--- src/rtl/flag_ctrl.sv ---
// flag_ctrl: processor status flag {Z,N,C,V} write controller.
// Merges masked ALU and mul/div flag updates with a one-entry pending buffer,
// saves/restores flags through an interrupt LIFO, and evaluates branch conditions.
module flag_ctrl #(
    parameter int unsigned STACK_DEPTH = 4
) (
    input  logic                               clk,
    input  logic                               reset,
    input  logic                               alu_valid,
    input  logic [3:0]                         alu_flags,
    input  logic [3:0]                         alu_mask,
    output logic                               alu_ready,
    input  logic                               mul_valid,
    input  logic [3:0]                         mul_flags,
    input  logic [3:0]                         mul_mask,
    output logic                               mul_ready,
    input  logic                               irq_save,
    input  logic                               irq_restore,
    input  logic [3:0]                         cond,
    output logic [3:0]                         flags_out,
    output logic                               cond_true,
    output logic [$clog2(STACK_DEPTH+1)-1:0]   stk_depth,
    output logic                               stk_err
);

    localparam int unsigned DW = $clog2(STACK_DEPTH + 1);
    localparam int unsigned AW = (STACK_DEPTH > 1) ? $clog2(STACK_DEPTH) : 1;

    // Pending mul/div update deferred by a competing writer
    logic          pend_valid;
    logic [3:0]    pend_flags;
    logic [3:0]    pend_mask;
    logic [1:0]    pend_age;

    logic          pend_valid_nxt;
    logic [3:0]    pend_flags_nxt;
    logic [3:0]    pend_mask_nxt;
    logic [1:0]    pend_age_nxt;
    logic [3:0]    flags_nxt;
    logic [DW-1:0] depth_nxt;
    logic          err_nxt;

    logic [3:0]    lifo [STACK_DEPTH];
    logic [3:0]    lifo_top;
    logic          mul_hs;
    logic          forced_drain;
    logic          save_ok;
    logic          restore_ok;
    logic          stk_full;
    logic          stk_empty;

    assign stk_full     = (stk_depth == DW'(STACK_DEPTH));
    assign stk_empty    = (stk_depth == '0);
    assign save_ok      = irq_save && !irq_restore && !stk_full;
    assign restore_ok   = irq_restore && !irq_save && !stk_empty;
    assign forced_drain = pend_valid && (pend_age == 2'd2);
    assign alu_ready    = !forced_drain;
    assign mul_ready    = !pend_valid;
    assign mul_hs       = mul_valid && mul_ready;
    assign lifo_top     = stk_empty ? 4'b0000 : lifo[AW'(stk_depth - DW'(1))];

    // Next-state: write-source arbitration, pending buffer, LIFO depth, error pulse
    always_comb begin
        flags_nxt      = flags_out;
        pend_valid_nxt = pend_valid;
        pend_flags_nxt = pend_flags;
        pend_mask_nxt  = pend_mask;
        pend_age_nxt   = pend_age;
        depth_nxt      = stk_depth;
        err_nxt        = 1'b0;

        if (restore_ok) begin
            flags_nxt = lifo_top;
        end else if (forced_drain) begin
            flags_nxt = (flags_out & ~pend_mask) | (pend_flags & pend_mask);
        end else if (alu_valid) begin
            flags_nxt = (flags_out & ~alu_mask) | (alu_flags & alu_mask);
        end else if (pend_valid) begin
            flags_nxt = (flags_out & ~pend_mask) | (pend_flags & pend_mask);
        end else if (mul_hs) begin
            flags_nxt = (flags_out & ~mul_mask) | (mul_flags & mul_mask);
        end

        if (pend_valid) begin
            pend_age_nxt = (pend_age == 2'd2) ? 2'd2 : pend_age + 2'd1;
            if (!restore_ok && (forced_drain || !alu_valid)) begin
                pend_valid_nxt = 1'b0;
            end
        end

        // Handshake while another source owns the write slot is deferred
        if (mul_hs && (restore_ok || alu_valid)) begin
            pend_valid_nxt = 1'b1;
            pend_flags_nxt = mul_flags;
            pend_mask_nxt  = mul_mask;
            pend_age_nxt   = 2'd0;
        end

        if (save_ok) begin
            depth_nxt = stk_depth + DW'(1);
        end else if (restore_ok) begin
            depth_nxt = stk_depth - DW'(1);
        end

        if (irq_save && irq_restore) begin
            err_nxt = 1'b1;
        end else if (irq_save && stk_full) begin
            err_nxt = 1'b1;
        end else if (irq_restore && stk_empty) begin
            err_nxt = 1'b1;
        end
    end

    // State registers with synchronous reset
    always_ff @(posedge clk) begin
        if (reset) begin
            flags_out  <= 4'b0000;
            pend_valid <= 1'b0;
            pend_flags <= 4'b0000;
            pend_mask  <= 4'b0000;
            pend_age   <= 2'd0;
            stk_depth  <= '0;
            stk_err    <= 1'b0;
        end else begin
            flags_out  <= flags_nxt;
            pend_valid <= pend_valid_nxt;
            pend_flags <= pend_flags_nxt;
            pend_mask  <= pend_mask_nxt;
            pend_age   <= pend_age_nxt;
            stk_depth  <= depth_nxt;
            stk_err    <= err_nxt;
        end
    end

    // LIFO storage; contents are don't-care after reset
    always_ff @(posedge clk) begin
        if (!reset && save_ok) begin
            lifo[AW'(stk_depth)] <= flags_out;
        end
    end

    // Branch condition evaluation against registered flags
    always_comb begin
        cond_true = 1'b0;
        case (cond)
            4'd0:  cond_true = flags_out[3];
            4'd1:  cond_true = !flags_out[3];
            4'd2:  cond_true = flags_out[1];
            4'd3:  cond_true = !flags_out[1];
            4'd4:  cond_true = flags_out[2];
            4'd5:  cond_true = !flags_out[2];
            4'd6:  cond_true = flags_out[0];
            4'd7:  cond_true = !flags_out[0];
            4'd8:  cond_true = flags_out[1] && !flags_out[3];
            4'd9:  cond_true = !flags_out[1] || flags_out[3];
            4'd10: cond_true = (flags_out[2] == flags_out[0]);
            4'd11: cond_true = (flags_out[2] != flags_out[0]);
            4'd12: cond_true = !flags_out[3] && (flags_out[2] == flags_out[0]);
            4'd13: cond_true = flags_out[3] || (flags_out[2] != flags_out[0]);
            4'd14: cond_true = 1'b1;
            default: cond_true = 1'b0;
        endcase
    end

endmodule
--- config.mk ---
export PLATFORM = sky130hd
export DESIGN_NAME = flag_ctrl
export DESIGN_NICKNAME = d
export VERILOG_FILES = /design/src/rtl/flag_ctrl.sv
export SDC_FILE = /design/constraint.sdc
export NUM_CORES = 1
export LEC_CHECK = 0
export CAP_MARGIN = 20
export CELL_PAD_IN_SITES_DETAIL_PLACEMENT = 1
export CELL_PAD_IN_SITES_GLOBAL_PLACEMENT = 1
export CORE_UTILIZATION = 45
export CTS_BUF_LIST = sky130_fd_sc_hd__clkbuf_2 sky130_fd_sc_hd__clkbuf_4 sky130_fd_sc_hd__clkbuf_8
export CTS_CLUSTER_DIAMETER = 80
export DETAILED_ROUTE_END_ITERATION = 8
export HOLD_SLACK_MARGIN = 0.08
export PLACE_DENSITY = 0.91
export SLEW_MARGIN = 20
export SYNTH_ARGS = -nofsm -noshare
export SYNTH_HDL_FRONTEND = slang
export SYNTH_SLANG_ARGS = --single-unit
--- constraint.sdc ---
create_clock -name clk -period 5 [get_ports clk]
set_clock_uncertainty 0.1 [all_clocks]
set_input_delay 0.5 -clock clk [delete_from_list [all_inputs] [get_ports clk]]
set_output_delay 0.5 -clock clk [all_outputs]
set_load 0.005 [all_outputs]
==> impl_metrics.csv, run 1 <==
group,metric,value,unit
clock_network,clk_latency,0.29,ns
timing,fin_tns_setup,0,ns
critical_path,startpoint_type,"primary input",
worst_hold_path,hold_path.class,"flip-flop to flip-flop",
power,intPower,500,uW
die,core-area,4090,um2
final_layout,final_util,59.5,%
yosys,synth-xor-area-share,1.34,%
critical_path,path_cells,"clkdlybuf4s50_1 > mux2i_1 > xnor2_1 > mux2i_1 > o211ai_1 > clkdlybuf4s50_1",
timing,worstMarginPinSlew,0.749,ns
power,power.density,288,nW/um2
die,ioPinCount,37,
grt,grt_start_max_net_pins,21,
power,p_leak,0.000855,uW
yosys,ys_types,49,
placement,post-dp-hpwl,3640,um
power,p_comb_share,21.6,%
grt,grt_pass1_wl,7900,um
yosys,ys_seq_area_share,43.8,%
critical_path,cp.required,4.40,ns
clock_network,cts_max_level,2,
routing,avgViaCountPerCell,5.97,
timing,slew_viol_final,0,
run_status,status,"finished clean",
grt,grt_pass1_vias,1611,
critical_path,arrival,2.26,ns
final_layout,final_cells,277,
critical_path,critical-path-max-stage-delay,0.60,ns
yosys,netlist_instances,191,
power,switching_share,28.5,%
routing,num_vias,1653,
die,initial_utilization,48.0,%
yosys,yosys.area_share.simple,19.0,%
yosys,synthTopCellsByCount,"19 x dfxtp_1, 17 x a21oi_1, 16 x edfxtp_1, 15 x o21ai_0, 13 x nand3_1",
yosys,post-synth-top-count-cell,"dfxtp_1",
die,dieHeight,68.1,um
yosys,synthAdderAreaFrac,4.46,%
critical_path,path_class,"primary input to output port",
critical_path,setup.worst_path.end_class,"output port",
yosys,synth_area,1960,um2
placement,place_inst,269,
timing,setup_viol,0,
yosys,yosysTopAreaCell,"edfxtp_1",
routing,first_iter_violations,84,
power,switchingPower,199,uW
timing,finalHoldViolations,0,
yosys,yosysWarningCount,0,
yosys,syn_nets,224,
yosys,synth.area.mux_share,10.3,%
final_layout,num-fill-cells,459,
grt,overflow,0,
die,dieWidth,68.1,um
grt,antenna_found_initial,0,
critical_path,crit_fanout,6,
timing,relSlewSlack,49.9,%
yosys,synth-compound-area-share,17.6,%
die,fp.dieArea,4630,um2
clock_network,postCtsHoldBufs,0,
clock_network,postCtsSetupBuffers,0,
final_layout,drive_above_1_share,8.81,%
power,clkPwrFrac,29.9,%
final_layout,area_growth,23.8,%
yosys,ys_ff_latch,35,
timing,fin_crit_sh,57.2,%
timing,fmax,350,MHz
yosys,synth.area.top_cells,"edfxtp_1 24%, dfxtp_1 19%, mux2i_1 4.6%",
final_layout,fin_nets,259,
timing,fin_crit,2.86,ns
final_layout,num_antenna_cells,0,
power,p_seq_share,48.4,%
clock_network,cts_tree,"built",
yosys,async_reset_ff_share,0,%
clock_network,clockBufferDepth,2,
grt,grt.total_usage,23.6,%
yosys,synth_top_area_share,24.5,%
timing,rsz0062_at_grt,"no",
yosys,syn_area_per_cell,10.3,um2
clock_network,cts.sinks,35,
clock_network,cts.clk_slew.worst_paths,0.07,ns
critical_path,crit_slowest_cell,"clkdlybuf4s50_1",
die,row_count,23,
yosys,synth_top_family_by_area,"simple AND/OR/NAND/NOR gates",
yosys,synth_ff_type,"dfxtp_1",
routing,routedWlPerCell,18.2,um
routing,drc,0,
placement,gp_routability_congestion,0.761,
routing,drtAntennaViolNets,0,
clock_network,cts-resized-gates,0,
yosys,synth_edf_count,16,
job,cap_violations,0,
routing,drt_first_pass_iters,4,
power,ir_worst_vdd,154,uV
placement,port_buffers,36,
clock_network,cts_buffers,5,
clock_network,cts-root-buf,"clkbuf_8",
routing,drt-total-wl,5040,um
[stage by stage]
step | worst slack [ns] | hold WS (ns) | total power [uW] | instance area (um2)
CTS | 2.14 | 0.387 | 703 | 2430
detailed placement | 2.13 | 0.378 | 496 | 2340
global placement | 2.20 | 0.366 | 489 | 2340
finish | 2.14 | 0.379 | 699 | 2430
floorplan | 3.03 | 0.350 | 427 | 1960
global route | 2.02 | 0.416 | 728 | 2430
[worst paths after layout]
check	from	end	slack (ns)	cells after the start
min	pend_flags[3]$_SDFFE_PP0P_	pend_flags[3]$_SDFFE_PP0P_	0.38	2
max reg2reg	stk_depth[0]$_SDFFE_PP0P_	lifo[3][0]$_DFFE_PP_	2.60	6
min reg2reg	pend_flags[3]$_SDFFE_PP0P_	pend_flags[3]$_SDFFE_PP0P_	0.38	2
max	cond[1]	cond_true	2.14	6
[kinds of logic (layout without fill, tap and decap cells)]
kind of cell    after synthesis  count (layout)
compound gates               54              54
simple gates                 63              63
xor+xnor                      3               3
buf+inv                      14              50
mux                          15              15
fa+ha+maj                     7               7
flops                        35              35
[layout by cell type, fill, tap and decap left out, drive strengths merged, types with 3 or more instances in the layout]
cell type / count
nand3: 13
nand3b: 5
o21ai: 16
edfxtp: 16
mux4: 4
nand2b: 4
ha: 7
inv: 6
nor3: 4
o2bb2ai: 4
and3: 4
clkdlybuf4s50: 36
nor2: 5
a2bb2oi: 3
clkbuf: 6
nand2: 11
mux2i: 9
nor2b: 3
a21oi: 18
dfxtp: 19
and4bb: 3
and2: 4
[power by group through the flow]
stage / combinational [uW] / clock [uW] / sequential (uW)
4_1_cts: 153 / 211 / 339
5_1_grt: 166 / 221 / 342
2_1_floorplan: 92.1 / 0 / 335
3_5_place_dp: 151 / 0 / 345
6_report: 151 / 209 / 338
3_3_place_gp: 145 / 0 / 344
[critical path, delay by kind of cell]
kind,cells,cell delay [ns]
buffers and inverters,2,1.12
muxes,2,0.34
AOI/OAI and AO/OA,1,0.15
xor gates and xnor gates,1,0.15
[cell type report]
type | instances | area, um2 | share of cell area, %
Multi-Input combinational cell | 142 | 1030 | 42.6
Sequential cell | 35 | 861 | 35.4
Timing Repair Buffer | 36 | 360 | 14.8
Clock buffer | 6 | 76.3 | 3.14
Tap cell | 50 | 62.6 | 2.57
Inverter | 6 | 22.5 | 0.927
Clock inverter | 2 | 12.5 | 0.515
[per-layer routing]
metal	GRT usage, %	up-vias	wire length (um)
li1	-	788	-
met1	30.8	823	2330
met2	39.5	34	2480
met3	5.17	8	184
met4	5.47	0	55
met5	0	-	0
No activity file was read; power rests on OpenSTA's default activity.
==> run 2: changes to the inputs <==
--- a/config.mk
+++ b/config.mk
@@ -8,12 +8,12 @@
 export CAP_MARGIN = 20
 export CELL_PAD_IN_SITES_DETAIL_PLACEMENT = 1
 export CELL_PAD_IN_SITES_GLOBAL_PLACEMENT = 1
-export CORE_UTILIZATION = 45
+export CORE_UTILIZATION = 37
 export CTS_BUF_LIST = sky130_fd_sc_hd__clkbuf_2 sky130_fd_sc_hd__clkbuf_4 sky130_fd_sc_hd__clkbuf_8
 export CTS_CLUSTER_DIAMETER = 80
 export DETAILED_ROUTE_END_ITERATION = 8
 export HOLD_SLACK_MARGIN = 0.08
-export PLACE_DENSITY = 0.91
+export PLACE_DENSITY = 0.8
 export SLEW_MARGIN = 20
 export SYNTH_ARGS = -nofsm -noshare
 export SYNTH_HDL_FRONTEND = slang
==> constraint.sdc (replaced) <==
create_clock -name clk -period 2.3 [get_ports clk]
set_clock_uncertainty 0.1 [all_clocks]
set_input_delay 0.23 -clock clk [delete_from_list [all_inputs] [get_ports clk]]
set_output_delay 0.23 -clock clk [all_outputs]
set_load 0.005 [all_outputs]
==> impl_metrics.csv, run 2 (synthesized netlist as in run 1, its figures left out) <==
group,metric,value,unit
run_status,status,"complete, but fails checks",
run_status,failed_checks,"DRC",
timing,rsz0062_at_grt,"no",
final_layout,final_common_cell,"clkdlybuf4s50_1",
critical_path,crit_fanout,16,
critical_path,crit_slowest_cell,"dfxtp_1",
clock_network,cts-root-buf,"clkbuf_8",
routing,drc,1,
critical_path,critical-path-max-stage-delay,0.70,ns
clock_network,postCtsSetupBuffers,0,
final_layout,fin_area,2560,um2
final_layout,num_antenna_cells,0,
grt,met1_usage,23.6,%
critical_path,worstReg2RegStart,"stk_depth[0]$_SDFFE_PP0P_",
grt,grt_pass1_wl,8340,um
die,ioPinCount,37,
placement,place_inst,299,
clock_network,cts_max_level,2,
power,p_comb_share,22.0,%
clock_network,cts.clk_slew.worst_paths,0.07,ns
final_layout,final_cell_mix,"33 x clkdlybuf4s50_1, 17 x a21oi_1, 17 x dfxtp_1, 16 x edfxtp_1, 15 x o21ai_0",
routing,routedWlPerCell,17.0,um
grt,met2_usage,37.0,%
timing,slew_viol_final,0,
placement,post-dp-hpwl,3850,um
routing,drtAntennaViolNets,0,
die,dieHeight,74.8,um
timing,finalHoldViolations,0,
clock_network,cts_buffers,5,
final_layout,fin_nets,269,
power,clkPwrFrac,33.5,%
critical_path,setup.worst_path.end_class,"output port",
timing,setup_viol,0,
timing,fin_crit,1.93,ns
placement,placed_area,2440,um2
clock_network,cts_tree,"built",
clock_network,postCtsHoldBufs,0,
placement,gp_routability_congestion,0.770,
worst_hold_path,hp-start,"pend_flags[1]$_SDFFE_PP0P_",
timing,fin_crit_sh,84.0,%
final_layout,drive_above_1_share,13.1,%
grt,grt_util_met3,4.55,%
grt,grt_start_max_net_pins,17,
power,ir_worst_vdd,284,uV
routing,num_vias,1641,
critical_path,cp.required,1.97,ns
die,initial_utilization,38.4,%
final_layout,final_cells,307,
critical_path,arrival,1.60,ns
job,cap_violations,0,
routing,drt-total-wl,5220,um
placement,port_buffers,36,
power,switchingPower,433,uW
die,dieWidth,74.8,um
die,core-area,5110,um2
power,p_seq_share,44.4,%
power,p_leak,0.000945,uW
grt,grt.total_usage,20.3,%
critical_path,path_class,"flip-flop to output port",
power,switching_share,26.6,%
final_layout,num-fill-cells,594,
timing,relSlewSlack,59.8,%
grt,grt_pass1_vias,1788,
clock_network,clk_latency,0.29,ns
worst_hold_path,hold_path.class,"flip-flop to flip-flop",
grt,antenna_found_initial,0,
power,intPower,1190,uW
die,fp.dieArea,5600,um2
routing,drt_first_pass_iters,6,
routing,avgViaCountPerCell,5.35,
critical_path,path_cells,"nand2_1 > clkdlybuf4s50_1",
critical_path,worstSetupStartpoint,"pend_valid$_SDFF_PP0_",
final_layout,area_growth,30.3,%
critical_path,startpoint_type,"flip-flop",
timing,worstMarginPinSlew,0.603,ns
die,row_count,26,
grt,busiest_layer,"met2",
power,power.density,636,nW/um2
grt,overflow,0,
clock_network,clockBufferDepth,2,
timing,fmax,517,MHz
clock_network,cts.sinks,35,
routing,first_iter_violations,38,
[run 2: cell count changes in the layout (fill, tap and decap cells not counted), moves of 2 or more]
cell / previous run / this run
dfxtp_2: 0 / 2
dfxtp_1: 19 / 17
buf_4: 0 / 10
dlymetal6s2s_1: 0 / 3
clkdlybuf4s50_1: 36 / 33
[run 2: area by class of cell]
class                      instances  area [um2]  share of cell area [%]
inverter                           6        22.5                   0.880
timing repair buffer              46         443                    17.3
multi-input combinational        142        1030                    40.4
sequential                        35         863                    33.7
clock buffer                       5        68.8                    2.69
tap                               70        87.6                    3.42
clock inverter                     3        38.8                    1.52
[run 2: stage by stage]
step                       TNS [ns]  util [%]  hold slack (ns)  setup WS, ns  total power (uW)
after floorplan                   0         -            0.270         0.333               928
after global placement            0      47.8            0.360        0.0899              1080
after detailed placement  -0.000583      47.8            0.371     -0.000583              1100
after CTS                         0      50.0            0.381       0.00101              1640
after global routing              0      50.1            0.408         0.236              1700
final                             0      50.1            0.381         0.367              1630
[run 2: what timing repair did]
action / in CTS / in global routing
cloned: 0 / 0
gates resized for setup: 2 / 3
setup endpoints to repair: 1 / 1
endpoints found under the hold margin: 0 / 0
[run 2: final timing paths]
path,end,cells past startpoint,slack [ns]
worst max register to register,lifo[3][3]$_DFFE_PP_,6,0.37
worst min-delay path,pend_flags[1]$_SDFFE_PP0P_,2,0.38
worst min register to register,pend_flags[1]$_SDFFE_PP0P_,2,0.38
worst max-delay path,alu_ready,2,0.37
[run 2: routing by layer]
metal,routed length (um),share of wire [%]
met1,2410,46
met2,2590,50
met3,149,2.9
met4,68,1.3
met5,0,0
[run 2: power by group through the flow]
stage / clock network [uW] / registers, uW / logic, uW
after floorplan: 0 / 728 / 200
after global placement: 0 / 732 / 352
after detailed placement: 0 / 736 / 361
after CTS: 559 / 723 / 363
after global routing: 575 / 727 / 394
final: 546 / 723 / 358
[run 2: critical path: cells and delay by family (launching register included)]
| kind | cells | cell delay [ns] |
|---|---|---|
| DFF | 1 | 0.70 |
| buffers and inverters | 1 | 0.48 |
| and+or+nand+nor | 1 | 0.13 |
==> run 3: changes to the inputs <==
==> constraint.sdc (replaced) <==
create_clock -name clk -period 1.7 [get_ports clk]
set_clock_uncertainty 0.1 [all_clocks]
set_input_delay 0.17 -clock clk [delete_from_list [all_inputs] [get_ports clk]]
set_output_delay 0.17 -clock clk [all_outputs]
set_load 0.005 [all_outputs]
==> impl_metrics.csv, run 3 (synthesized netlist as in run 1, its figures left out) <==
group,metric,value,unit
final_layout,final_common_cell,"clkdlybuf4s50_1",
die,ioPinCount,37,
clock_network,cts_max_level,2,
final_layout,drive_above_1_share,24.6,%
timing,worstMarginPinSlew,0.296,ns
routing,routedWlPerCell,16.2,um
critical_path,timing.reg2reg.setup_slack,0.07,ns
critical_path,crit_fanout,2,
final_layout,area_growth,37.6,%
worst_hold_path,hold_path.class,"primary input to flip-flop",
timing,finalHoldViolations,0,
critical_path,arrival,1.45,ns
routing,avgViaCountPerCell,5.35,
timing,fin_crit_sh,101,%
power,p_leak,0.00100,uW
timing,fmax,582,MHz
clock_network,postCtsHoldBufs,0,
clock_network,cts_tree,"built",
routing,drt-total-wl,5230,um
final_layout,fin_nets,284,
die,row_count,26,
die,dieHeight,74.8,um
grt,overflow,0,
timing,relSlewSlack,80.2,%
run_status,failed_checks,"setup timing",
critical_path,startpoint_type,"flip-flop",
placement,gp_routability_congestion,0.747,
critical_path,setup.worst_path.end_class,"output port",
critical_path,critical-path-max-stage-delay,0.34,ns
job,cap_violations,0,
critical_path,path_class,"flip-flop to output port",
final_layout,final_util,52.9,%
clock_network,clockBufferDepth,2,
final_layout,num_antenna_cells,0,
critical_path,crit_slowest_cell,"dfxtp_2",
timing,rsz0062_at_grt,"yes",
routing,dr.max_layer_used,"met4",
routing,drtAntennaViolNets,0,
timing,fin_tns_setup,-0.0182,ns
run_status,status,"complete, but fails checks",
routing,drt_first_pass_iters,4,
placement,post-dp-hpwl,4030,um
power,intPower,1570,uW
power,switching_share,27.7,%
placement,pre_cts_ws,-0.415,ns
timing,fin_crit,1.72,ns
grt,grt.total_usage,20.5,%
routing,wl_met1,2290,um
grt,antenna_found_initial,0,
clock_network,cts.sinks,35,
final_layout,final_cell_mix,"31 x clkdlybuf4s50_1, 25 x buf_4, 16 x edfxtp_1",
die,initial_utilization,38.4,%
power,ir_worst_vdd,573,uV
clock_network,cts-root-buf,"clkbuf_8",
power,clkPwrFrac,29.8,%
power,p_comb_share,25.8,%
timing,slew_viol_final,0,
routing,first_iter_violations,70,
critical_path,path_cells,"xor2_2 > o2bb2ai_2 > mux2i_1 > o211ai_1 > buf_2",
die,dieWidth,74.8,um
placement,port_buffers,36,
clock_network,clk_latency,0.29,ns
power,power.density,804,nW/um2
routing,drc,0,
power,switchingPower,601,uW
grt,grt_start_max_net_pins,17,
routing,met2_length,2720,um
clock_network,cts.clk_slew.worst_paths,0.07,ns
clock_network,cts_buffers,5,
clock_network,postCtsSetupBuffers,0,
power,p_seq_share,44.4,%
die,core-area,5110,um2
routing,wl_met3,131,um
timing,setup_viol,1,
grt,grt_pass1_wl,8320,um
routing,num_vias,1722,
critical_path,cp.required,1.43,ns
die,fp.dieArea,5600,um2
grt,grt_pass1_vias,1794,
timing,whs,0.373,ns
timing,fin_ws,-0.0182,ns
run 3: cell count changes in the layout (fill, tap and decap cells not counted), moves of 3 or more:
cell,change
buf_4,+15
and2_1,-4
and2_4,+4
dlygate4sd2_1,+3
run 3: cell type report:
class	count	area [um2]
Inverter	6	22.5
Multi-Input combinational cell	142	1090
Timing Repair Buffer	61	542
Tap cell	70	87.6
Clock inverter	1	5.00
Sequential cell	35	866
Fill cell	590	2410
Clock buffer	7	90.1
run 3: worst max-delay path: cells and delay by family (launching register included):
kind / cells / cell delay [ns]
muxes: 1 / 0.22
AOI/OAI and AO/OA: 2 / 0.27
DFF: 1 / 0.34
xor gates and xnor gates: 1 / 0.19
buffers and inverters: 1 / 0.14
run 3: worst paths after layout:
check	start	end	cells after the start
worst max-delay path	flip-flop	cond_true	5
worst min-delay path	mul_flags[1]	pend_flags[1]$_SDFFE_PP0P_	3
worst min register to register	pend_flags[0]$_SDFFE_PP0P_	pend_flags[0]$_SDFFE_PP0P_	2
worst max register to register	pend_age[0]$_SDFFE_PP0P_	flip-flop	7
run 3: per-stage QoR:
stage / instances / area (um2) / total power (uW)
after global routing: 322 / 2700 / 2270
after CTS: 322 / 2690 / 2170
after global placement: 314 / 2580 / 1510
final: 322 / 2700 / 2170
after detailed placement: 314 / 2580 / 1530
after floorplan: 191 / 2000 / 1270
run 3: power by group through the flow:
stage          sequential, uW  clock (uW)  combinational (uW)
6_report                  964         647                 560
3_5_place_dp              979           0                 553
2_1_floorplan             986           0                 284
3_3_place_gp              977           0                 537
5_1_grt                   969         684                 614
4_1_cts                   964         648                 557
run 3: layer usage:
| layer | global-route usage, % | up-vias |
|---|---|---|
| met1 | 23.8 | 848 |
| met4 | 7.13 | 0 |
| li1 | - | 835 |
| met5 | 0 | - |
| met2 | 38.1 | 31 |
| met3 | 3.21 | 8 |
run 3: what timing repair did:
item                       4_1_cts  5_1_grt
resized for setup               12        4
pin swaps                        2        0
hold endpoints to repair         0        0
setup endpoints to repair        3        6
cloned                           0        0
